==> src/rtl/sint_pb_arb_pkg.sv <==
// Shared types and constants for the scene-intersection to pixel-buffer arbiter.
// Pixel IDs are 19 bits, enough for one 640x480 frame.
package sint_pb_arb_pkg;

    localparam int PIX_W   = 19;
    localparam int NUM_SRC = 3;

    typedef logic [23:0]      color_t;
    typedef logic [PIX_W-1:0] pixel_id_t;

    typedef struct packed {
        pixel_id_t pixelID;
        color_t    color;
    } pixel_buffer_entry_t;

    localparam int ENTRY_W = $bits(pixel_buffer_entry_t);

    // Stream order is also the round-robin order.
    typedef enum logic [1:0] {
        SRC_TF  = 2'd0,
        SRC_SSF = 2'd1,
        SRC_SSH = 2'd2
    } src_e;

    typedef struct packed {
        pixel_id_t rayID;
    } tarb_t;

    typedef struct packed {
        pixel_id_t rayID;
    } sint_to_ss_t;

    typedef struct packed {
        pixel_id_t rayID;
    } sint_to_shader_t;

    localparam color_t DEF_HIT_COLOR    = 24'hFF_FF_FF;
    localparam color_t DEF_SHADOW_COLOR = 24'h40_40_40;
    localparam color_t DEF_MISS_COLOR   = 24'h00_00_80;

    // Stream index advanced by k positions, modulo NUM_SRC.
    function automatic src_e src_step(src_e s, logic [1:0] k);
        logic [2:0] sum = {1'b0, s} + {1'b0, k};
        logic [2:0] wrapped = (sum >= 3'd3) ? (sum - 3'd3) : sum;
        return src_e'(wrapped[1:0]);
    endfunction

endpackage

==> src/rtl/sint_skid_buf.sv <==
// Two-entry FIFO placed in front of the arbiter on each input stream.
// Push is ignored when full and pop is ignored when empty.
module sint_skid_buf #(
    parameter int WIDTH = 8
) (
    input  logic             clk,
    input  logic             rst,
    input  logic             push,
    input  logic             pop,
    input  logic [WIDTH-1:0] din,
    output logic [WIDTH-1:0] head,
    output logic             full,
    output logic             empty
);

    logic [WIDTH-1:0] mem [2];
    logic [1:0]       count;
    logic             wr_ptr;
    logic             rd_ptr;
    logic             do_push;
    logic             do_pop;

    assign full    = (count == 2'd2);
    assign empty   = (count == 2'd0);
    assign do_push = push && !full;
    assign do_pop  = pop && !empty;
    assign head    = mem[rd_ptr];

    // NOTE: sequential state uses non-blocking assignments so every flop samples pre-edge values.
    always_ff @(posedge clk or posedge rst) begin
        if (rst) begin
            count  <= 2'd0;
            wr_ptr <= 1'b0;
            rd_ptr <= 1'b0;
        end else begin
            if (do_push) wr_ptr <= ~wr_ptr;
            if (do_pop)  rd_ptr <= ~rd_ptr;
            case ({do_push, do_pop})
                2'b10:   count <= count + 2'd1;
                2'b01:   count <= count - 2'd1;
                default: ;
            endcase
        end
    end

    // NOTE: storage is not reset; count marks which slots are valid, so stale data is never read out.
    always_ff @(posedge clk) begin
        if (do_push) mem[wr_ptr] <= din;
    end

endmodule

==> src/rtl/sint_pb_arb.sv <==
// Round-robin arbiter merging the traversal, shadow and shader result streams
// into pixel-buffer writes, with a per-frame pixel counter and frame_done pulse.
module sint_pb_arb
    import sint_pb_arb_pkg::*;
#(
    parameter int     NUM_PIXELS   = 307200,
    parameter color_t HIT_COLOR    = DEF_HIT_COLOR,
    parameter color_t SHADOW_COLOR = DEF_SHADOW_COLOR,
    parameter color_t MISS_COLOR   = DEF_MISS_COLOR
) (
    input  logic                clk,
    input  logic                rst,
    input  logic                tf_ds_valid,
    input  tarb_t               tf_ray_out,
    output logic                tf_ds_stall,
    input  logic                ssf_ds_valid,
    input  sint_to_ss_t         ssf_ray_out,
    output logic                ssf_ds_stall,
    input  logic                ssh_ds_valid,
    input  sint_to_shader_t     ssh_ray_out,
    output logic                ssh_ds_stall,
    input  logic                pb_full,
    output logic                pb_we,
    output pixel_buffer_entry_t pb_data,
    output logic                frame_done
);

    localparam logic [PIX_W-1:0] LAST_PIX = PIX_W'(NUM_PIXELS - 1);

    logic [ENTRY_W-1:0] enq_data [NUM_SRC];
    logic [ENTRY_W-1:0] head     [NUM_SRC];
    logic [NUM_SRC-1:0] in_valid;
    logic [NUM_SRC-1:0] full;
    logic [NUM_SRC-1:0] empty;
    logic [NUM_SRC-1:0] pop;

    logic             out_valid;
    logic             loadable;
    logic             gnt_valid;
    src_e             gnt;
    src_e             cand;
    src_e             rr_ptr;
    logic [PIX_W-1:0] pix_cnt;

    // Colour is fixed per stream, so conversion happens on the way into the buffers.
    assign enq_data[SRC_TF]  = {tf_ray_out.rayID,  HIT_COLOR};
    assign enq_data[SRC_SSF] = {ssf_ray_out.rayID, SHADOW_COLOR};
    assign enq_data[SRC_SSH] = {ssh_ray_out.rayID, MISS_COLOR};

    assign in_valid = {ssh_ds_valid, ssf_ds_valid, tf_ds_valid};

    for (genvar g = 0; g < NUM_SRC; g++) begin : g_buf
        sint_skid_buf #(.WIDTH(ENTRY_W)) u_buf (
            .clk   (clk),
            .rst   (rst),
            .push  (in_valid[g] && !full[g]),
            .pop   (pop[g]),
            .din   (enq_data[g]),
            .head  (head[g]),
            .full  (full[g]),
            .empty (empty[g])
        );
    end

    assign tf_ds_stall  = full[SRC_TF];
    assign ssf_ds_stall = full[SRC_SSF];
    assign ssh_ds_stall = full[SRC_SSH];

    assign pb_we    = out_valid && !pb_full;
    assign loadable = !out_valid || pb_we;

    // NOTE: every always_comb output gets a default first so no path leaves a latch behind.
    always_comb begin
        gnt_valid = 1'b0;
        gnt       = rr_ptr;
        cand      = rr_ptr;
        pop       = '0;
        if (loadable) begin
            for (int k = 0; k < NUM_SRC; k++) begin
                cand = src_step(rr_ptr, 2'(k));
                if (!gnt_valid && !empty[cand]) begin
                    gnt_valid = 1'b1;
                    gnt       = cand;
                end
            end
            pop[gnt] = gnt_valid;
        end
    end

    always_ff @(posedge clk or posedge rst) begin
        if (rst) begin
            out_valid  <= 1'b0;
            pb_data    <= '0;
            rr_ptr     <= SRC_TF;
            pix_cnt    <= '0;
            frame_done <= 1'b0;
        end else begin
            frame_done <= 1'b0;
            if (pb_we) begin
                if (pix_cnt == LAST_PIX) begin
                    pix_cnt    <= '0;
                    frame_done <= 1'b1;
                end else begin
                    pix_cnt <= pix_cnt + 1'b1;
                end
            end
            if (loadable) begin
                out_valid <= gnt_valid;
                if (gnt_valid) begin
                    pb_data <= head[gnt];
                    rr_ptr  <= src_step(gnt, 2'd1);
                end
            end
        end
    end

endmodule
==> config.mk <==
export PLATFORM = sky130hd
export DESIGN_NAME = sint_pb_arb
export DESIGN_NICKNAME = d
export VERILOG_FILES = /design/src/rtl/sint_pb_arb_pkg.sv /design/src/rtl/sint_skid_buf.sv /design/src/rtl/sint_pb_arb.sv
export SDC_FILE = /design/constraint.sdc
export NUM_CORES = 1
export LEC_CHECK = 0
export ABC_AREA = 1
export CAP_MARGIN = 20
export CORE_ASPECT_RATIO = 0.8
export CORE_MARGIN = 2
export CORE_UTILIZATION = 45
export CTS_CLUSTER_SIZE = 30
export DETAILED_ROUTE_END_ITERATION = 10
export GPL_TIMING_DRIVEN = 0
export PLACE_DENSITY = 0.75
export SLEW_MARGIN = 15
export SYNTH_ARGS = -nofsm -noshare
export SYNTH_HDL_FRONTEND = slang
export SYNTH_SLANG_ARGS = --single-unit
==> constraint.sdc <==
create_clock -name clk -period 3.5 [get_ports clk]
set_input_delay 0.7 -clock clk [delete_from_list [all_inputs] [get_ports clk]]
set_output_delay 0.7 -clock clk [all_outputs]
set_load 0.005 [all_outputs]
==> implementation parameters <==
Parameter                              Value

Drt
  Number of vias in the routed layout ... roughly 5500
  Antenna violation net count after detailed routing ... 0
  Vias per std cell ... ~5
  Detailed Route WL ... 16800 um
  DR iter-0 viols ... approximately 420
  Number of optimization iterations in the first detailed-route pass ... 5
  Final routed DRC violation total ... 0
  Routed wire per std cell ... ~15 um

Yosys
  Sequential cell area fraction in the yosys report ... 62.7%
  Number of instances in the synthesized netlist ... approximately 750
  Area of the mapped netlist ... 7740 um^2
  Warnings from Yosys ... 0
  Number of synthesized register bits ... approximately 170
  Predominant post-synthesis flop cell ... sky130_fd_sc_hd__edfxtp_1
  Post-synthesis net count ... 819
  Async set-reset flop share out of synthesis ... between 30% and 40%
  Number of flops mapped to enable cells by yosys ... ~110
  Average instance area after synthesis ... about 10 um^2
  Yosys cell types ... 33

STA
  Slew of the pin with the lowest slew margin ... 0.737 ns
  Unrepaired setup endpoints after global routing ... no
  Max Clk Rate ... 338 MHz
  Clk_skew ... 0.0126 ns
  Final hold violation count ... 0
  Slew Viols, Final ... 0
  Setup Viol. Count Final ... 0
  Share of the clock period used by the worst path after layout ... around 85%
  Final Critical Period ... about 3 ns
  Fin Setup TNS ... 0 ns
  Slew HR ... roughly half

Cells and area
  Most used cells in the layout excluding fill and tap cells ... sky130_fd_sc_hd__nand2_1 (194), sky130_fd_sc_hd__nor2_1 (114), sky130_fd_sc_hd__edfxtp_1 (114), sky130_fd_sc_hd__clkdlybuf4s50_1 (110), sky130_fd_sc_hd__dfrtp_1 (57)
  Number of antenna repair diodes ... 0
  Area growth syn-to-layout ... 26.7%
  Total number of nets in the final design ... between 900 and 1000
  FILL cells ... 1413
  Post-layout util ... between 50 and 60%
  Most common cell after layout, fill and taps aside ... sky130_fd_sc_hd__nand2_1
  Layout cell share with drive strength beyond 1 ... 12.4%

Power
  Power density over the cells ... 934 nW/um^2
  Part of the power in the clock network ... approximately a fifth
  Maximum resistive drop on vdd ... approximately 0.36 mV
  Power spent charging and discharging nets ... roughly 3500 uW
  Internal power consumption ... roughly 5600 uW
  Fraction of power consumed by sequential logic ... 34.3%
  Power, Total ... between 9000 and 10000 uW
  Switching power as a share of total power ... roughly 39%
  P_leak ... 0.00421 uW
  Comb pwr share ... a little under half

Clocking
  Clock input transition at the sequential cells of the worst setup and hold paths ... ~0.070 ns
  Post-CTS setup buffers ... 0
  Latest clock arrival within the worst-skew pair ... about 0.43 ns
  CTS H-Tree Depth ... 4
  Hold_buf cts ... 0
  CTS Buf Count ... 17
  Cell chosen for the clock root ... sky130_fd_sc_hd__clkbuf_16
  TritonCTS clock tree ... yes
  Buffer levels on the longest clock path ... 2
  Clock sinks ... 171
  Post-cts gate resize count ... 0

Critical path
  Worst path cell trace ... inv_1 -> ha_1 -> inv_1 -> nand2_1 -> nand3_1 -> nand2_2 -> inv_2 -> nand3_1 -> nand2_1 -> inv_2 -> nand3_1 -> inv_1 -> ha_1 -> a21oi_1 -> o21ai_0 -> xor2_1
  Buf+Inv Stages, Crit Path ... 5
  Data required, critical path ... between 3 and 4 ns
  Delay of the slowest critical-path stage ... between 0.4 and 0.5 ns
  Top cell family by delay on the critical path ... simple AND/OR/NAND/NOR gates
  Critical Path AT ... approximately 3.3 ns
  Critical path fanouts, max ... 9
  Worst setup path category ... reg2reg
  CP Launch Type ... flip-flop
  CP Capture Type ... flip-flop
  Slowest cell on the critical path ... sky130_fd_sc_hd__dfrtp_1

Floorplan
  Area of the placeable core ... between 15000 and 20000 um^2
  Cell Rows ... 42
  Chip Height ... approximately 120 um
  Die outline area ... 18300 um^2
  Initial Util ... between 40% and 50%
  Die width ... around 150 um
  Top-level I/O count ... around 110

Place
  HPWL Detailed ... about 12000 um
  Routability-driven placement congestion ratio ... roughly 0.86
  Number of input and output port buffers inserted ... 110

Global route
  GRT Util Overall ... 19.2%
  Pin count of the biggest net entering global routing ... between 50 and 60
  Number of global-route vias before repair ... approximately 5200
  First-pass GRT wire length ... between 20000 and 30000 um
  Antenna violations before repair ... 0
  GRT overflow ... 0

Run status
  Status ... finished, final reports clean

Job
  Number of max-cap violations ... 0

Hold path
  Worst hold path type ... reg2reg
-- power by group through the flow --
stage	Combinational, uW	Clock [uW]	Sequential [uW]
5_1_grt	4630	1950	3200
3_3_place_gp	3970	0	3170
2_1_floorplan	2720	0	3090
3_5_place_dp	4140	0	3180
6_report	4170	1850	3140
4_1_cts	4180	1880	3140
-- Yosys cell counts (9+ instances only) --
master	number	area [um^2]
sky130_fd_sc_hd__nand2_1	194	728
sky130_fd_sc_hd__nor2_1	120	450
sky130_fd_sc_hd__edfxtp_1	114	3420
sky130_fd_sc_hd__dfrtp_1	57	1430
sky130_fd_sc_hd__nand3_1	50	250
sky130_fd_sc_hd__inv_1	41	154
sky130_fd_sc_hd__buf_4	25	188
sky130_fd_sc_hd__mux2i_1	19	190
sky130_fd_sc_hd__xor2_1	16	140
sky130_fd_sc_hd__o21ai_0	14	70.1
sky130_fd_sc_hd__clkbuf_1	12	45.0
sky130_fd_sc_hd__nand3_2	12	120
sky130_fd_sc_hd__a21oi_1	9	45.0
sky130_fd_sc_hd__ha_1	9	113
sky130_fd_sc_hd__nor3_1	9	45.0
-- worst register-to-register path: stages, from the launching register on --
cell                      delay [ns]
sky130_fd_sc_hd__dfrtp_1        0.42
sky130_fd_sc_hd__inv_1          0.12
sky130_fd_sc_hd__ha_1           0.37
sky130_fd_sc_hd__inv_1          0.13
sky130_fd_sc_hd__nand2_1        0.07
sky130_fd_sc_hd__nand3_1        0.08
sky130_fd_sc_hd__nand2_2        0.10
sky130_fd_sc_hd__inv_2          0.11
sky130_fd_sc_hd__nand3_1        0.10
sky130_fd_sc_hd__nand2_1        0.22
sky130_fd_sc_hd__inv_2          0.15
sky130_fd_sc_hd__nand3_1        0.20
sky130_fd_sc_hd__inv_1          0.07
sky130_fd_sc_hd__ha_1           0.32
sky130_fd_sc_hd__a21oi_1        0.12
sky130_fd_sc_hd__o21ai_0        0.11
sky130_fd_sc_hd__xor2_1         0.15
-- metal layers --
layer	part of all wire (%)	global-route usage [%]	wire length, um
met1	45	26.1	7600
met2	47	30.0	7850
met3	6.3	5.60	1060
met4	1.5	6.13	248
met5	0	0	0
-- kinds of logic (layout without fill, tap and decap cells) --
logic type	count (synthesis)	in the layout	share of synthesized area, %
AND/OR/NAND/NOR	404	404	22.5
XOR/XNOR	22	22	2.49
AO/OA/AOI/OAI	29	29	2.22
buffers and inverters	93	242	6.26
multiplexers	19	19	2.46
adder cells (fa/ha/maj)	9	9	1.46
flip-flops	171	171	62.7
-- flip-flops by register name, summed over array words and instances, names as in the netlist --
| register | cells |
|---|---|
| g_buf.u_buf.rd_ptr | 3 |
| pb_data | 22 |
| frame_done | 1 |
| g_buf.u_buf.wr_ptr | 3 |
| out_valid | 1 |
| rr_ptr | 2 |
| pix_cnt | 19 |
| g_buf.u_buf.count | 6 |
| g_buf.u_buf.mem | 114 |
-- metrics by stage --
| stage | area [um^2] | worst slack, ns | hold WS, ns | instances |
|---|---|---|---|---|
| 2_1_floorplan | 7740 | 1.01 | 0.437 | 747 |
| 3_3_place_gp | 9110 | 0.258 | 0.457 | 1077 |
| 3_5_place_dp | 9220 | 0.604 | 0.459 | 1083 |
| 4_1_cts | 9800 | 0.581 | 0.469 | 1115 |
| 5_1_grt | 9800 | 0.355 | 0.503 | 1116 |
| 6_report | 9800 | 0.542 | 0.471 | 1116 |
-- area by class of cell --
class	count	area, um^2	share of cell area (%)
clock buffers	17	425	4.34
clock inverters	15	155	1.58
repair buffers	117	1190	12.2
plain buffers	47	312	3.18
multi-input cells	483	2420	24.7
inverters	46	175	1.79
flip-flops and latches	171	4850	49.5
well taps	220	275	2.81
-- worst paths after layout --
check                             from                      end  slack [ns]  depth (start not counted)
setup / recovery             rr_ptr[0]  g_buf[0].u_buf.count[1]        0.54                         16
hold / removal             pix_cnt[18]              pix_cnt[18]        0.47                          1
hold reg to reg            pix_cnt[18]              pix_cnt[18]        0.47                          1
max in group asynchronous          rst              pix_cnt[10]        2.28                          2
min in group asynchronous          rst              pb_data[31]        0.76                          2
setup reg to reg             rr_ptr[0]  g_buf[0].u_buf.count[1]        0.54                         16
Power figures use the tool's default switching activity.
==> RTL edit 1 (same flow settings) <==
Set the package constant `PIX_W` to 21 (it was 19).
--- a/src/rtl/sint_pb_arb_pkg.sv
+++ b/src/rtl/sint_pb_arb_pkg.sv
@@ -2,7 +2,7 @@
 // Pixel IDs are 19 bits, enough for one 640x480 frame.
 package sint_pb_arb_pkg;
 
-    localparam int PIX_W   = 19;
+    localparam int PIX_W   = 21;
     localparam int NUM_SRC = 3;
 
     typedef logic [23:0]      color_t;
Interface: changed (resized pb_data, ssf_ray_out, ssh_ray_out and tf_ray_out); port bits go from 111 to 119. No check against the original RTL was run, so the function may have changed too.
==> RTL edit 1 against the original RTL <==
Combinational power rose by 6.7%. Cell area rose by 9.4%. Global-route usage rose by 0.29 points. Power rose by 6.9%. Fmax fell by 4.1%. Area after synthesis rose by 9.3%. Routed wire length rose by 11%. Worst setup slack got worse by 0.13 ns. Core utilization barely moved. Sequential cell count rose by 16. Largest cell class unchanged. Largest power group unchanged. Highest routed layer unchanged.
==> RTL edit 1: results (changes against the original RTL) <==
[outcome]
status = finished, final reports clean

[grt]
use_met2 = 0.308  ; +0.00799
grt_max_degree = 62  ; +6.9%
grtUsageMet3 = 0.0516  ; -0.00443
antenna_found_initial = 0  ; unchanged
gr-usage-met1 = 0.269  ; +0.00856
grt_first_pass_wirelength_mm = 29.5  ; +12%
grt_usage = 0.195  ; +0.00288
grt_pass1_vias = 5802  ; +12%

[worst_hold_path]
hp-class = reg2reg

[worst_setup_path]
cp.arrival_ns = 3.41  ; +0.14 ns
crit_slowest_cell = dfrtp_1
critPathMaxFanout = 5  ; -4
critPathMaxStageDelay_ns = 0.42  ; about the same

[yosys]
synth-edff-count = 126  ; +11%
synth-seq-area-share = 0.628  ; +0.00104
yosys_warnings = 0  ; unchanged
synth_ff_type = edfxtp_1
synth.area.top_cells = edfxtp_1 45%, dfrtp_1 18%, nand2_1 10%, nor2_1 5.9%, nand3_1 4.0%
synthTopCellsByCount = 225 x nand2_1, 132 x nor2_1, 126 x edfxtp_1
ys_types = 34  ; +3.0%
synthesis.nets = 907  ; +11%
avgSynthCellArea_um2 = 10.2  ; -1.5%
synthArstFlopShare = 0.326  ; -0.00713

[cells_and_area]
drive_gt1_frac = 0.114  ; -0.0103
top_regs = g_buf.u_buf.mem x126, pb_data x24, pix_cnt x21
nFillCells = 1534  ; +8.6%
fin_nets = 1051  ; +10%
diodes = 0  ; unchanged

[sta]
max_slew_margin = 0.213  ; -0.296
fin_skew_ns = 0.0133  ; +0.000662 ns
slew_viol_final = 0  ; unchanged

[drt]
drtIter0Drc = 456  ; +8.8%
wl_per_cell_um = 15.0  ; +0.13%
vias = 6132  ; +12%
wl_met2_mm = 8.60  ; +9.6%
dr.pass1.iters = 4  ; -1
wl_mm = 18.6  ; +11%
route.met3.wl_mm = 1.29  ; +22%
met1_length_mm = 8.49  ; +12%

[clock_tree]
post_cts_resized = 0  ; unchanged
cts-root-buf = clkbuf_16
clkLatencyLatePin_ns = 0.45  ; +0.02 ns
clk_pin_slew_ns = 0.08
h-tree-depth = 4  ; unchanged
clock_path_buffers = 2  ; unchanged

[power]
p_leak_nw = 4.62  ; +9.7%
vdd_drop_max_mv = 0.405  ; +12%

[placement]
place_congestion = 0.930  ; +8.7%
pre_cts_slack_ns = 0.376  ; -0.228 ns
io_buffers = 118  ; +7.3%
placed_cells = 1207  ; +11%
hpwl_mm = 13.8  ; +13%

## RTL edit 1: cell count changes in the layout (fill, tap and decap cells not counted), sizes merged, moves of 4 or more
cell           before  now
nor2              123  143
edfxtp            114  126
inv                53   62
clkbuf             29   25
nand3              63   72
dfrtp              57   61
nor3                9    5
nand2             202  233
clkdlybuf4s50     110  118
## RTL edit 1: kinds of logic (layout without fill, tap and decap cells)
| logic type | count (synthesis) | after routing | share of synthesized area |
|---|---|---|---|
| AO/OA/AOI/OAI | 27 | 27 | 0.0169 |
| XOR/XNOR | 20 | 20 | 0.0207 |
| adder cells (fa/ha/maj) | 9 | 9 | 0.0133 |
| buffers and inverters | 101 | 258 | 0.0617 |
| flip-flops | 187 | 187 | 0.628 |
| multiplexers | 21 | 21 | 0.0248 |
| AND/OR/NAND/NOR | 464 | 464 | 0.235 |
## RTL edit 1: final timing paths
path / slack, ns / startpoint / cells after the start / end
min in group asynchronous: 0.69 / rst / 3 / pb_data[28]$_DFFE_PP0P_
worst min register to register: 0.51 / pix_cnt[4]$_DFFE_PP0P_ / 1 / pix_cnt[4]$_DFFE_PP0P_
worst max register to register: 0.42 / rr_ptr[0]$_DFFE_PP0P_ / 19 / g_buf[2].u_buf.count[1]$_DFFE_PP0P_
worst min-delay path: 0.51 / pix_cnt[4]$_DFFE_PP0P_ / 1 / pix_cnt[4]$_DFFE_PP0P_
worst max-delay path: 0.42 / rr_ptr[0]$_DFFE_PP0P_ / 19 / g_buf[2].u_buf.count[1]$_DFFE_PP0P_
max in group asynchronous: 2.56 / rst / 3 / rr_ptr[0]$_DFFE_PP0P_
## RTL edit 1: metrics by stage
stage	hold WS, ns	cell area [µm²]
floorplan	0.463	8460
global placement	0.489	9960
detailed placement	0.494	10100
CTS	0.511	10700
global route	0.527	10700
finish	0.507	10700
## RTL edit 1: layout make-up
type | instances | area [µm²] | share of cell area
Clock buffer | 17 | 425 | 0.0397
Inverter | 55 | 209 | 0.0195
Timing Repair Buffer | 125 | 1320 | 0.123
Buffer | 46 | 315 | 0.0294
Multi-Input combinational cell | 541 | 2640 | 0.246
Tap cell | 253 | 317 | 0.0295
Sequential cell | 187 | 5310 | 0.495
Clock inverter | 15 | 186 | 0.0174
## RTL edit 1: worst max-delay path: cells and delay by family, from the launching register on
family	cells	cell delay [ns]
compound gates	2	0.26
xor+xnor	1	0.16
fa+ha+maj	2	0.65
buf+inv	5	0.52
flops	1	0.42
simple gates	9	0.96
## RTL edit 1: power breakdown
part	switching [W]	internal, W	total, W	leakage [nW]
logic	0.00257	0.00188	0.00445	2.45
clock network	0.000979	0.000978	0.00196	0.297
registers	0.000340	0.00305	0.00339	1.87
total	0.00389	0.00590	0.00979	4.62
==> RTL edit 2 (same settings) <==
Made on the original files. Make the reset (`rst`) synchronous in 2 clocked blocks.
--- a/src/rtl/sint_skid_buf.sv
+++ b/src/rtl/sint_skid_buf.sv
@@ -27,7 +27,7 @@
     assign head    = mem[rd_ptr];
 
     // NOTE: sequential state uses non-blocking assignments so every flop samples pre-edge values.
-    always_ff @(posedge clk or posedge rst) begin
+    always_ff @(posedge clk) begin
         if (rst) begin
             count  <= 2'd0;
             wr_ptr <= 1'b0;
--- a/src/rtl/sint_pb_arb.sv
+++ b/src/rtl/sint_pb_arb.sv
@@ -87,7 +87,7 @@
         end
     end
 
-    always_ff @(posedge clk or posedge rst) begin
+    always_ff @(posedge clk) begin
         if (rst) begin
             out_valid  <= 1'b0;
             pb_data    <= '0;
Function: differs if rst is asserted again (counterexample within 4 cycles, from zero or initial values and one cycle with rst high); with rst held inactive, the same outputs for 4 cycles.
==> RTL edit 2 against the original RTL <==
Power increased by 4.1%. Routed wire length fell by 6.7%. Critical endpoint is now g_buf[2].u_buf.count[1]$_SDFFE_PP0P_. Sequential power decreased by 12%. Global-route usage fell by 1.2 points. Die area up 0.42%. Sequential cell count rose by 3. Cell area up 0.13%. Critical path depth increased by 3. Worst setup slack got worse by 0.0084 ns. Area after synthesis increased by 0.44%.
==> RTL edit 2: results (changes against the original RTL) <==
[outcome]
status = finished, final reports clean

[yosys]
ys_types = 37  ; +12%
synthCells = 709  ; -5.1%
synthTopCellsByCount = 115 x nor2_1, 114 x edfxtp_1, 89 x nand2_1
muxShareOfSynthArea = 0.0795  ; +0.0549
synth_xor_area_frac = 0.0101  ; -0.0148
synth-seq-area-share = 0.595  ; -0.0317

[power]
p_leak_nw = 3.69  ; -13%
pwr-share-clk = 0.193  ; -0.009

[drt]
vias = 5274  ; -3.6%
drtIter0Drc = 443  ; +5.7%
wl_met2_mm = 6.85  ; -13%
dr.pass1.iters = 7  ; +2

[worst_setup_path]
reg2reg_depth = 19  ; +3
critPathMaxStageDelay_ns = 0.40  ; -0.02 ns
setup.worst_path.start = rr_ptr[0]$_SDFFE_PP0P_

[cells_and_area]
nFillCells = 1379  ; -2.4%
drive_gt1_frac = 0.203  ; +0.0794
final_cells = 1076  ; -3.6%

[placement]
io_buffers = 109  ; -0.91%
pre_cts_slack_ns = 0.587  ; -0.0166 ns
hpwl_mm = 11.8  ; -3.1%

[worst_hold_path]
min_path_cells = 2  ; +1

[grt]
grt_usage = 0.180  ; -0.0120
use_met2 = 0.271  ; -0.0290
grt_pass1_vias = 4892  ; -5.8%
grtUsageMet3 = 0.0356  ; -0.0204

[RTL edit 2: cell count changes after synthesis, moves of 11 or more]
cell / delta
nand2_1: -105
dfxtp_1: +60
dfrtp_1: -57
mux2_2: +38
o21ai_0: +25
a21oi_1: +15
nand3_1: -12
nand3_2: +11
[RTL edit 2: path summary, 6_finish.rpt]
check                                              end  slack, ns
setup reg to reg  g_buf[2].u_buf.count[1]$_SDFFE_PP0P_       0.53
hold reg to reg                pix_cnt[9]$_SDFFE_PP0P_       0.46
setup / recovery  g_buf[2].u_buf.count[1]$_SDFFE_PP0P_       0.53
hold / removal                 pix_cnt[9]$_SDFFE_PP0P_       0.46
[RTL edit 2: cell type report]
cell class                      instances  area (µm²)  area share
Buffer                                 45         329      0.0335
Clock buffer                           17         425      0.0433
Clock inverter                         15         163      0.0166
Inverter                               40         150      0.0153
Multi-Input combinational cell        450        2680       0.273
Sequential cell                       174        4620       0.471
Tap cell                              220         275      0.0280
Timing Repair Buffer                  115        1170       0.119
